File: config.mk
export PLATFORM = sky130hd
export DESIGN_NAME = input_debouncer
export DESIGN_NICKNAME = d
export VERILOG_FILES = /design/src/rtl/debounce_pkg.sv /design/src/rtl/debounce_channel.sv /design/src/rtl/input_debouncer.sv
export SDC_FILE = /design/constraint.sdc
export NUM_CORES = 1
export LEC_CHECK = 0
export CORE_AREA = 2 2 39 41
export DETAILED_ROUTE_END_ITERATION = 8
export DIE_AREA = 0 0 41 43
export PLACE_DENSITY = 0.73
export SYNTH_ARGS = -nofsm -noshare
export SYNTH_HDL_FRONTEND = slang
export SYNTH_SLANG_ARGS = --single-unit
export TNS_END_PERCENT = 20
File: constraint.sdc
create_clock -name clk -period 2.6 [get_ports clk]
set_clock_uncertainty 0.05 [all_clocks]
set_input_delay 0.78 -clock clk [delete_from_list [all_inputs] [get_ports clk]]
set_output_delay 0.78 -clock clk [all_outputs]
set_load 0.02 [all_outputs]
File: src/rtl/debounce_pkg.sv
// Shared types and constants for the input debouncer: per-channel FSM state encoding
// and synchronizer depth. The state encoding puts the accepted level in bit 1.
package debounce_pkg;

    // Bit 1 of the encoding is the accepted (debounced) level, so db_out is a plain state bit.
    typedef enum logic [1:0] {
        ST_LO   = 2'b00,
        WAIT_HI = 2'b01,
        ST_HI   = 2'b10,
        WAIT_LO = 2'b11
    } db_state_t;

    localparam int SYNC_STAGES = 2;

    function automatic logic level_of(input db_state_t st);
        return st[1];
    endfunction

endpackage

File: src/rtl/debounce_channel.sv
// One debounce channel: SYNC_STAGES-deep synchronizer followed by a counter-based FSM.
// Edge pulses rise_p/fall_p exist only when DEBOUNCE_EDGE_EN is defined.
module debounce_channel
    import debounce_pkg::*;
#(
    parameter int DEBOUNCE_CYCLES = 16
) (
    input  logic clk,
    input  logic rst,
    input  logic raw_in,
    output logic db_out
`ifdef DEBOUNCE_EDGE_EN
    ,
    output logic rise_p,
    output logic fall_p
`endif
);

    localparam int CNT_W = $clog2(DEBOUNCE_CYCLES + 1);
    localparam logic [CNT_W-1:0] CNT_LAST = CNT_W'(DEBOUNCE_CYCLES - 1);
    localparam logic [CNT_W-1:0] CNT_ONE  = CNT_W'(1);

    logic [SYNC_STAGES-1:0] sync_reg;
    logic                   s;
    db_state_t              state_reg;
    db_state_t              state_next;
    logic [CNT_W-1:0]       cnt_reg;
    logic [CNT_W-1:0]       cnt_next;

    always_ff @(posedge clk) begin
        if (rst) begin
            sync_reg <= '0;
        end else begin
            sync_reg <= {sync_reg[SYNC_STAGES-2:0], raw_in};
        end
    end

    assign s = sync_reg[SYNC_STAGES-1];

    always_ff @(posedge clk) begin
        if (rst) begin
            state_reg <= ST_LO;
            cnt_reg   <= '0;
        end else begin
            state_reg <= state_next;
            cnt_reg   <= cnt_next;
        end
    end

    // The counter only advances below CNT_LAST, so it can never wrap.
    always_comb begin
        state_next = state_reg;
        cnt_next   = cnt_reg;
        case (state_reg)
            ST_LO: begin
                if (s) begin
                    state_next = WAIT_HI;
                    cnt_next   = CNT_ONE;
                end else begin
                    cnt_next   = '0;
                end
            end
            WAIT_HI: begin
                if (!s) begin
                    state_next = ST_LO;
                    cnt_next   = '0;
                end else if (cnt_reg == CNT_LAST) begin
                    state_next = ST_HI;
                    cnt_next   = '0;
                end else begin
                    cnt_next   = cnt_reg + CNT_ONE;
                end
            end
            ST_HI: begin
                if (!s) begin
                    state_next = WAIT_LO;
                    cnt_next   = CNT_ONE;
                end else begin
                    cnt_next   = '0;
                end
            end
            WAIT_LO: begin
                if (s) begin
                    state_next = ST_HI;
                    cnt_next   = '0;
                end else if (cnt_reg == CNT_LAST) begin
                    state_next = ST_LO;
                    cnt_next   = '0;
                end else begin
                    cnt_next   = cnt_reg + CNT_ONE;
                end
            end
            default: begin
                state_next = ST_LO;
                cnt_next   = '0;
            end
        endcase
    end

    always_comb begin
        db_out = level_of(state_reg);
    end

`ifdef DEBOUNCE_EDGE_EN
    logic rise_reg;
    logic fall_reg;

    // Pulses are computed from the level about to be registered, so they land on the db_out edge.
    always_ff @(posedge clk) begin
        if (rst) begin
            rise_reg <= 1'b0;
            fall_reg <= 1'b0;
        end else begin
            rise_reg <= !level_of(state_reg) &&  level_of(state_next);
            fall_reg <=  level_of(state_reg) && !level_of(state_next);
        end
    end

    assign rise_p = rise_reg;
    assign fall_p = fall_reg;
`endif

endmodule

File: src/rtl/input_debouncer.sv
// N_CH independent debounce channels for raw switch/button levels.
// Optional feature macro: DEBOUNCE_EDGE_EN adds the rise_p/fall_p pulse ports.
module input_debouncer
    import debounce_pkg::*;
#(
    parameter int N_CH            = 2,
    parameter int DEBOUNCE_CYCLES = 16
) (
    input  logic            clk,
    input  logic            rst,
    input  logic [N_CH-1:0] raw_in,
    output logic [N_CH-1:0] db_out
`ifdef DEBOUNCE_EDGE_EN
    ,
    output logic [N_CH-1:0] rise_p,
    output logic [N_CH-1:0] fall_p
`endif
);

    genvar gi;
    generate
        for (gi = 0; gi < N_CH; gi++) begin : g_ch
            debounce_channel #(
                .DEBOUNCE_CYCLES(DEBOUNCE_CYCLES)
            ) u_ch (
                .clk   (clk),
                .rst   (rst),
                .raw_in(raw_in[gi]),
                .db_out(db_out[gi])
`ifdef DEBOUNCE_EDGE_EN
                ,
                .rise_p(rise_p[gi]),
                .fall_p(fall_p[gi])
`endif
            );
        end
    endgenerate

endmodule

# Word level (Yosys, flattened, before mapping)
# Cells that the tools add are included.
[totals] regBits=18 in_bits=4 elab_cells=54
[classes] add_sub_neg=2 eq_ne=16 mux=26 reduce_logical=4
[op_table] op="$pmux W5 S4" n=2
[op_table] op="$mux W5" n=6
[op_table] op="$mux W2" n=12
[op_table] op="$pmux W2 S4" n=2
[op_table] op="$add A5 B1 Y5 const B" n=2
[op_table] op="$eq A5 B4 Y1 const B" n=2
[op_table] op="$eq A2 B2 Y1 const B" n=4
[op_table] op="$reduce_and A4 Y1" n=2
[op_table] op="$ne A3 B1 Y1 const B" n=2
[op_table] op="$ne A3 B3 Y1 const B" n=2
[op_table] op="$eq A2 B1 Y1 const B" n=2
[op_table] op="$logic_not A2 Y1" n=2
[op_table] op="$mux W1" n=4
[op_table] op="$ne A2 B1 Y1 const B" n=2
[op_table] op="$ne A2 B2 Y1 const B" n=2

# Longest topological paths before layout
# Gate-level depths: netlist (run 1).
[depth] ltp_word=4 ltp_mapped=5 mapped_depth_nobuf=4

# By module
# Synthesis (run 1) repeated with hierarchy kept, for this count alone.
[unflattened] cells_unflattened=58 area_unflattened_um2=685.7
[by_module_without_submodules] mod="debounce_channel" instances=2 cells_each=29 area_per_inst_um2=342.8 seq_area_each_um2=180.2

# Worst setup path before layout (run 1)
# Ideal clock, no wire load.
[synth_path] path_type="input to register" start="input rst" end="register g_ch[0].u_ch.cnt_reg[3]" setup_ns=0.078 t_arrival_ns=1.195 slack_ns=1.277 path_stages=3 path_cell_list="inv_1 -> nand3_1 -> nor3_1"
[synth_lines] element="start, declared" line_no="input_debouncer.sv:10" source="input logic rst,"
[synth_lines] element="end signal, assigned" line_no="debounce_channel.sv:46" source="cnt_reg <= cnt_next;"
[synth_lines] element="end, declared" line_no="debounce_channel.sv:27" source="logic [CNT_W-1:0] cnt_reg;"

==> results of run 1 <==
power groups by stage:
stage          logic (µW)  registers, µW  clock network (µW)
2_1_floorplan        6.08            289                   0
3_3_place_gp         12.2            289                   0
5_1_grt              13.9            284                 182
3_5_place_dp         12.4            289                   0
6_report             12.1            283                 161
4_1_cts              12.4            283                 167
placed cells by master, fill, tap and decap left out:
cell type,instances
sky130_fd_sc_hd__dfxtp_1,18
sky130_fd_sc_hd__nand3_1,6
sky130_fd_sc_hd__nor2b_1,5
sky130_fd_sc_hd__clkdlybuf4s50_1,5
sky130_fd_sc_hd__xor2_1,4
sky130_fd_sc_hd__nand2_1,4
sky130_fd_sc_hd__nor2_1,4
sky130_fd_sc_hd__clkbuf_4,3
sky130_fd_sc_hd__and4b_1,2
sky130_fd_sc_hd__nor3_1,2
sky130_fd_sc_hd__xnor2_1,2
sky130_fd_sc_hd__nor3b_1,2
sky130_fd_sc_hd__and3_1,2
sky130_fd_sc_hd__nand2b_1,2
sky130_fd_sc_hd__a21oi_2,2
sky130_fd_sc_hd__a41o_1,2
sky130_fd_sc_hd__ha_1,2
sky130_fd_sc_hd__inv_1,1
sky130_fd_sc_hd__a21oi_1,1
sky130_fd_sc_hd__o21ai_0,1
sky130_fd_sc_hd__o21ai_1,1
sky130_fd_sc_hd__clkbuf_8,1
kinds of logic (layout without fill, tap and decap cells):
logic type	Yosys count	in the layout	synth area share
xor+xnor	6	6	0.0762
fa+ha+maj	2	2	0.0363
compound gates	7	7	0.0762
buf+inv	5	10	0.0544
flops	18	18	0.523
simple gates	29	29	0.234
synthesized netlist by cell type:
master / number
sky130_fd_sc_hd__o21ai_1: 1
sky130_fd_sc_hd__nor3_1: 2
sky130_fd_sc_hd__a21oi_1: 1
sky130_fd_sc_hd__inv_1: 1
sky130_fd_sc_hd__ha_1: 2
sky130_fd_sc_hd__a41o_1: 2
sky130_fd_sc_hd__nor2b_1: 5
sky130_fd_sc_hd__nand2b_1: 2
sky130_fd_sc_hd__o21ai_0: 1
sky130_fd_sc_hd__a21oi_2: 2
sky130_fd_sc_hd__and4b_1: 2
sky130_fd_sc_hd__dfxtp_1: 18
sky130_fd_sc_hd__xnor2_1: 2
sky130_fd_sc_hd__nor3b_1: 2
sky130_fd_sc_hd__and3_1: 2
sky130_fd_sc_hd__nand2_1: 4
sky130_fd_sc_hd__nand3_1: 6
sky130_fd_sc_hd__xor2_1: 4
sky130_fd_sc_hd__buf_4: 3
sky130_fd_sc_hd__nor2_1: 4
sky130_fd_sc_hd__buf_6: 1
per-layer routing:
layer,up-vias,share of wire
li1,241,-
met1,198,0.48
met2,7,0.47
met3,2,0.034
met4,0,0.014
met5,-,0
worst max-delay path by stage:
stage,startpoint,endpoint,slack [ns],depth (start not counted)
after floorplan,rst,g_ch[0].u_ch.cnt_reg[3],1.28,3
after global placement,rst,g_ch[1].u_ch.cnt_reg[1],0.64,4
after detailed placement,rst,g_ch[1].u_ch.cnt_reg[1],0.60,4
after CTS,register,db_out[1],0.49,1
after global routing,register,db_out[0],0.44,1
final,register,db_out[0],0.50,1
layout make-up:
type / count / area (µm²) / share of cell area
Sequential cell: 18 / 360 / 0.473
Tap cell: 16 / 20.0 / 0.0263
Inverter: 1 / 3.75 / 0.00493
Clock buffer: 4 / 36.3 / 0.0476
Timing Repair Buffer: 5 / 50.0 / 0.0657
Multi-Input combinational cell: 44 / 292 / 0.383
stage by stage:
stage	hold slack [ns]	power, µW	cell area [µm²]
CTS	0.385	462	762
floorplan	0.356	295	689
finish	0.385	456	762
global route	0.410	479	762
global placement	0.370	301	726
detailed placement	0.370	302	726
==> metrics.txt, run 1 <==
# TYPE chip_impl_metric gauge
chip_impl_metric{name="placed_cells",unit=""} 84
chip_impl_metric{name="power_switching_share",unit=""} 0.183
chip_impl_metric{name="drtAntennaViolNets",unit=""} 0
chip_impl_metric{name="grt.met3_usage",unit=""} 0.0314
chip_impl_metric{name="cts_inserted_buffers",unit=""} 3
chip_impl_metric{name="io_buffers",unit=""} 5
chip_impl_metric{name="global_route.usage.total",unit=""} 0.134
chip_impl_metric{name="drcViolationCount",unit=""} 0
chip_impl_info{name="crit_slowest_cell",value="sky130_fd_sc_hd__clkdlybuf4s50_1"} 1
chip_impl_metric{name="portion_of_total_power_attributed_to_sequential_cells",unit=""} 0.620
chip_impl_metric{name="use_met2",unit=""} 0.166
chip_impl_metric{name="io_pins",unit=""} 6
chip_impl_info{name="global_route.peak_usage_layer",value="met1"} 1
chip_impl_metric{name="leakagePower",unit="µW"} 0.000309
chip_impl_metric{name="drt-pass1-iter-count",unit=""} 1
chip_impl_metric{name="maxSlewHeadroom",unit=""} 0.839
chip_impl_metric{name="report.final.slew_viol_count",unit=""} 0
chip_impl_metric{name="mappedNetlistArea",unit="µm²"} 689
chip_impl_metric{name="final.setup.tns",unit="ns"} 0
chip_impl_metric{name="clock-sinks",unit=""} 18
chip_impl_info{name="reg2reg_from",value="g_ch[1].u_ch.cnt_reg[0]"} 1
chip_impl_metric{name="first_global_vias",unit=""} 414
chip_impl_metric{name="timing.critical_path.required",unit="ns"} 1.77
chip_impl_metric{name="slew_worst_pin",unit="ns"} 0.241
chip_impl_metric{name="power.clock.fraction",unit=""} 0.353
chip_impl_metric{name="grt_use_met1",unit=""} 0.205
chip_impl_metric{name="cp_slowest_stage_delay",unit="ns"} 0.62
chip_impl_metric{name="clock_tree.htree_level_count",unit=""} 1
chip_impl_metric{name="maxCapViolCount",unit=""} 0
chip_impl_metric{name="comb_power_share",unit=""} 0.027
chip_impl_metric{name="drive_above_1_share",unit=""} 0.0833
chip_impl_metric{name="clock_latency",unit="ns"} 0.28
chip_impl_info{name="start_kind",value="register"} 1
chip_impl_metric{name="place.gp.congestion",unit=""} 0.665
chip_impl_metric{name="hold_path_depth",unit=""} 2
chip_impl_metric{name="critical_path.max_fanout",unit=""} 3
chip_impl_metric{name="final_setup_violation_count",unit=""} 0
chip_impl_metric{name="dr.first_iter.drc_count",unit=""} 0
chip_impl_metric{name="dp_worst_setup_slack",unit="ns"} 0.603
chip_impl_metric{name="post_cts.resized_instances",unit=""} 0
chip_impl_metric{name="ys_seq_area_frac",unit=""} 0.523
chip_impl_info{name="tritoncts",value="built"} 1
chip_impl_metric{name="synthToLayoutAreaGrowth",unit="%"} 10.5
chip_impl_metric{name="ff2ff_setup_slack",unit="ns"} 1.26
chip_impl_metric{name="cts_setup_buffers",unit=""} 0
chip_impl_metric{name="power-per-cell-area",unit="nW/µm²"} 598
chip_impl_metric{name="floorplan.die_area",unit="µm²"} 1760
chip_impl_metric{name="p_int",unit="µW"} 373
chip_impl_metric{name="ys_types",unit=""} 21
chip_impl_metric{name="wire_length_per_cell_after_detailed_routing",unit="µm"} 9.67
chip_impl_info{name="min_from",value="g_ch[1].u_ch.cnt_reg[4]"} 1
chip_impl_metric{name="setup_ws",unit="ns"} 0.501
chip_impl_metric{name="coreArea",unit="µm²"} 1380
chip_impl_metric{name="synth_area_per_cell",unit="µm²"} 10.3
chip_impl_metric{name="floorplan.initialDensity",unit=""} 0.498
chip_impl_metric{name="cp.buffers_inverters",unit=""} 1
chip_impl_info{name="ys_top_cells_by_area",value="sky130_fd_sc_hd__dfxtp_1 (52%), sky130_fd_sc_hd__xor2_1 (5.1%), sky130_fd_sc_hd__nor2b_1 (4.5%)"} 1
chip_impl_metric{name="non_filler_cells_final",unit=""} 88
chip_impl_metric{name="worst_ep_arrival_time",unit="ns"} 1.27
chip_impl_metric{name="ys.warnings.count",unit=""} 0
chip_impl_info{name="ctsRootBufferMaster",value="sky130_fd_sc_hd__clkbuf_4"} 1
chip_impl_info{name="worstSetupEndpointType",value="output pin"} 1
chip_impl_info{name="rsz0062_at_grt",value="false"} 1
chip_impl_metric{name="drt-vias-per-instance",unit=""} 5.09
chip_impl_info{name="path_class",value="reg -> out"} 1
chip_impl_metric{name="dp_hpwl",unit="µm"} 645
chip_impl_info{name="cp_top_family",value="buffers and inverters"} 1
chip_impl_metric{name="fmaxAchievable",unit="MHz"} 476
chip_impl_metric{name="fp-row-count",unit=""} 14
chip_impl_metric{name="synth_fp_nets",unit=""} 73
chip_impl_info{name="holdPathEnd",value="g_ch[1].u_ch.cnt_reg[4]"} 1
chip_impl_metric{name="global_route.overflow_total",unit=""} 0
chip_impl_metric{name="die_w",unit="µm"} 41
chip_impl_metric{name="final_min_period_over_clock_period",unit=""} 0.807
chip_impl_metric{name="maximum_number_of_pins_on_one_net_before_global_route_repair",unit=""} 11
chip_impl_info{name="worst_min_path_class",value="reg -> reg"} 1
chip_impl_metric{name="num-fill-cells",unit=""} 126
chip_impl_metric{name="final-hold-violation-count",unit=""} 0
chip_impl_info{name="yosysTopAreaCell",value="sky130_fd_sc_hd__dfxtp_1"} 1
chip_impl_metric{name="num_vias",unit=""} 448
chip_impl_metric{name="clockBufferDepth",unit=""} 2
chip_impl_metric{name="net-switching-power",unit="µW"} 83.3
chip_impl_metric{name="cts_hold_buffers",unit=""} 0
chip_impl_metric{name="final.min_clock_period",unit="ns"} 2.10
chip_impl_metric{name="final_core_util",unit=""} 0.551
chip_impl_metric{name="final_net_count",unit=""} 79
chip_impl_metric{name="ir_worst_vdd",unit="mV"} 0.400
chip_impl_metric{name="share_of_the_synthesized_area_in_the_top_cell_type",unit=""} 0.523
chip_impl_metric{name="overall_die_height",unit="µm"} 43
chip_impl_metric{name="clk_pin_slew_worst_paths",unit="ns"} 0.09
chip_impl_metric{name="grt_first_pass_wirelength",unit="µm"} 1620
chip_impl_metric{name="r2r_cells",unit=""} 4
chip_impl_metric{name="drt-total-wl",unit="µm"} 851
chip_impl_metric{name="grt_antenna_before_repair",unit=""} 0
chip_impl_metric{name="synth.ff_latch_count",unit=""} 18
chip_impl_info{name="outcome",value="completed"} 1
chip_impl_metric{name="synthesis.instances",unit=""} 67
chip_impl_metric{name="antenna_cells",unit=""} 0
chip_impl_info{name="ordered_list_of_cells_on_the_worst_path",value="clkdlybuf4s50_1"} 1
Note: power is estimated with default switching activity, not from simulation.
==> inputs of run 2 (changes only) <==
CORE_AREA = 2 2 40 42   (was 2 2 39 41)
DIE_AREA = 0 0 42 44   (was 0 0 41 43)
PLACE_DENSITY = 0.69   (was 0.73)
clock period = 2 ns   (was 2.6 ns; I/O delays follow)
==> metrics.txt, run 2 (synthesis results as in run 1) <==
# TYPE chip_impl_metric gauge
chip_impl_info{name="outcome",value="completed"} 1
chip_impl_info{name="most-common-layout-cells",value="sky130_fd_sc_hd__dfxtp_1 (18), sky130_fd_sc_hd__nand3_1 (6), sky130_fd_sc_hd__nor2b_1 (5), sky130_fd_sc_hd__clkdlybuf4s50_1 (5)"} 1
chip_impl_metric{name="ff2ff_setup_slack",unit="ns"} 0.62
chip_impl_metric{name="cp_slowest_stage_delay",unit="ns"} 0.62
chip_impl_metric{name="drt-total-wl",unit="µm"} 916
chip_impl_metric{name="final_setup_violation_count",unit=""} 0
chip_impl_metric{name="floorplan.die_area",unit="µm²"} 1850
chip_impl_metric{name="met1Wirelength",unit="µm"} 457
chip_impl_metric{name="num_vias",unit=""} 446
chip_impl_metric{name="cts_setup_buffers",unit=""} 0
chip_impl_metric{name="non_filler_cells_final",unit=""} 88
chip_impl_metric{name="hold_path_depth",unit=""} 2
chip_impl_metric{name="wire_length_per_cell_after_detailed_routing",unit="µm"} 10.4
chip_impl_metric{name="io_pins",unit=""} 6
chip_impl_info{name="worstSetupEndpointType",value="output pin"} 1
chip_impl_info{name="ctsRootBufferMaster",value="sky130_fd_sc_hd__clkbuf_4"} 1
chip_impl_metric{name="comb_power_share",unit=""} 0.026
chip_impl_metric{name="final_net_count",unit=""} 79
chip_impl_metric{name="met2_wirelength",unit="µm"} 411
chip_impl_metric{name="slew_worst_pin",unit="ns"} 0.267
chip_impl_info{name="worst_min_path_class",value="reg -> reg"} 1
chip_impl_metric{name="global_route.overflow_total",unit=""} 0
chip_impl_metric{name="p_int",unit="µW"} 485
chip_impl_metric{name="dr.first_iter.drc_count",unit=""} 7
chip_impl_info{name="layout_commonest_cell",value="sky130_fd_sc_hd__dfxtp_1"} 1
chip_impl_metric{name="maxSlewHeadroom",unit=""} 0.822
chip_impl_metric{name="clockBufferDepth",unit=""} 2
chip_impl_metric{name="report.final.slew_viol_count",unit=""} 0
chip_impl_metric{name="critical_path_cell_count",unit=""} 1
chip_impl_metric{name="io_buffers",unit=""} 5
chip_impl_metric{name="dp_hpwl",unit="µm"} 668
chip_impl_metric{name="clock_tree.htree_level_count",unit=""} 1
chip_impl_metric{name="setup_ws",unit="ns"} 0.0672
chip_impl_info{name="tritoncts",value="built"} 1
chip_impl_metric{name="ir_worst_vdd",unit="mV"} 0.446
chip_impl_info{name="ordered_list_of_cells_on_the_worst_path",value="clkdlybuf4s50_1"} 1
chip_impl_info{name="rsz0062_at_grt",value="false"} 1
chip_impl_metric{name="placed_cells",unit=""} 84
chip_impl_metric{name="worst_ep_arrival_time",unit="ns"} 1.28
chip_impl_metric{name="net-switching-power",unit="µW"} 112
chip_impl_metric{name="fmaxAchievable",unit="MHz"} 517
chip_impl_metric{name="timing.critical_path.required",unit="ns"} 1.35
chip_impl_metric{name="drtAntennaViolNets",unit=""} 0
chip_impl_metric{name="maxCapViolCount",unit=""} 0
chip_impl_metric{name="power.clock.fraction",unit=""} 0.357
chip_impl_info{name="path_class",value="reg -> out"} 1
chip_impl_metric{name="floorplan.initialDensity",unit=""} 0.486
chip_impl_info{name="start_kind",value="register"} 1
chip_impl_metric{name="post_cts.resized_instances",unit=""} 0
chip_impl_metric{name="grt_antenna_before_repair",unit=""} 0
chip_impl_metric{name="cts_inserted_buffers",unit=""} 3
chip_impl_info{name="top_layer",value="met4"} 1
chip_impl_metric{name="holdWs",unit="ns"} 0.383
chip_impl_metric{name="leakagePower",unit="µW"} 0.000309
chip_impl_metric{name="antenna_cells",unit=""} 0
chip_impl_metric{name="drcViolationCount",unit=""} 0
chip_impl_metric{name="maximum_number_of_pins_on_one_net_before_global_route_repair",unit=""} 11
chip_impl_metric{name="critical_path.max_fanout",unit=""} 3
chip_impl_metric{name="power_switching_share",unit=""} 0.188
chip_impl_metric{name="portion_of_total_power_attributed_to_sequential_cells",unit=""} 0.616
chip_impl_metric{name="first_global_vias",unit=""} 418
chip_impl_metric{name="fin_total_pwr",unit="µW"} 597
chip_impl_metric{name="overall_die_height",unit="µm"} 44
chip_impl_metric{name="cts_hold_buffers",unit=""} 0
chip_impl_metric{name="coreArea",unit="µm²"} 1420
chip_impl_metric{name="final-hold-violation-count",unit=""} 0
chip_impl_metric{name="power-per-cell-area",unit="nW/µm²"} 783
chip_impl_metric{name="dp_worst_setup_slack",unit="ns"} 0.194
chip_impl_metric{name="synthToLayoutAreaGrowth",unit="%"} 10.5
chip_impl_metric{name="clock-sinks",unit=""} 18
chip_impl_info{name="cp_top_family",value="buffers and inverters"} 1
chip_impl_metric{name="die_w",unit="µm"} 42
chip_impl_metric{name="place.gp.congestion",unit=""} 0.680
chip_impl_info{name="crit_slowest_cell",value="sky130_fd_sc_hd__clkdlybuf4s50_1"} 1
chip_impl_metric{name="clock_latency",unit="ns"} 0.29
chip_impl_metric{name="clk_pin_slew_worst_paths",unit="ns"} 0.09
chip_impl_metric{name="fp-row-count",unit=""} 14
chip_impl_metric{name="global_route.usage.total",unit=""} 0.127
chip_impl_metric{name="drt-pass1-iter-count",unit=""} 4
chip_impl_metric{name="final_min_period_over_clock_period",unit=""} 0.966
chip_impl_metric{name="cp.buffers_inverters",unit=""} 1
chip_impl_metric{name="final.setup.tns",unit="ns"} 0
chip_impl_metric{name="r2r_cells",unit=""} 4
chip_impl_metric{name="final.min_clock_period",unit="ns"} 1.93
chip_impl_metric{name="detailroute.wirelength.met3",unit="µm"} 24
chip_impl_metric{name="grt_first_pass_wirelength",unit="µm"} 1700
chip_impl_metric{name="drive_above_1_share",unit=""} 0.0833
chip_impl_metric{name="drt-vias-per-instance",unit=""} 5.07
-- run 2: routing by layer --
metal / global-route usage / up-vias
met5: 0 / -
met4: 0.116 / 0
met3: 0.0250 / 4
met2: 0.184 / 6
met1: 0.158 / 200
li1: - / 236
-- run 2: final cells by class --
cell class	instances	area, µm²
multi-input cells	44	292
fillers	134	657
well taps	16	20.0
flip-flops and latches	18	360
clock buffers	4	36.3
inverters	1	3.75
repair buffers	5	50.0
-- run 2: worst register-to-register path, stage by stage, from the launching register on --
cell and delay [ns]:
sky130_fd_sc_hd__dfxtp_1 0.38, sky130_fd_sc_hd__ha_1 0.21, sky130_fd_sc_hd__and4b_1 0.36, sky130_fd_sc_hd__a21oi_2 0.09, sky130_fd_sc_hd__a41o_1 0.20
-- run 2: stage by stage --
step	area (µm²)	utilization
2_1_floorplan	689	-
3_3_place_gp	726	0.511
3_5_place_dp	726	0.511
4_1_cts	762	0.537
5_1_grt	762	0.537
6_report	762	0.537
-- run 2: path summary, 6_finish.rpt --
path                                start                 endpoint
setup / recovery                 register                db_out[0]
hold / removal    g_ch[1].u_ch.cnt_reg[4]  g_ch[1].u_ch.cnt_reg[4]
setup reg to reg  g_ch[1].u_ch.cnt_reg[0]                 register
hold reg to reg   g_ch[1].u_ch.cnt_reg[4]  g_ch[1].u_ch.cnt_reg[4]
-- run 2: power by group through the flow --
stage | Sequential (µW) | Combinational, µW | Clock [µW]
2_1_floorplan | 375 | 7.91 | 0
3_3_place_gp | 376 | 16.0 | 0
3_5_place_dp | 376 | 16.1 | 0
4_1_cts | 368 | 16.0 | 226
5_1_grt | 369 | 18.2 | 238
6_report | 368 | 15.8 | 213
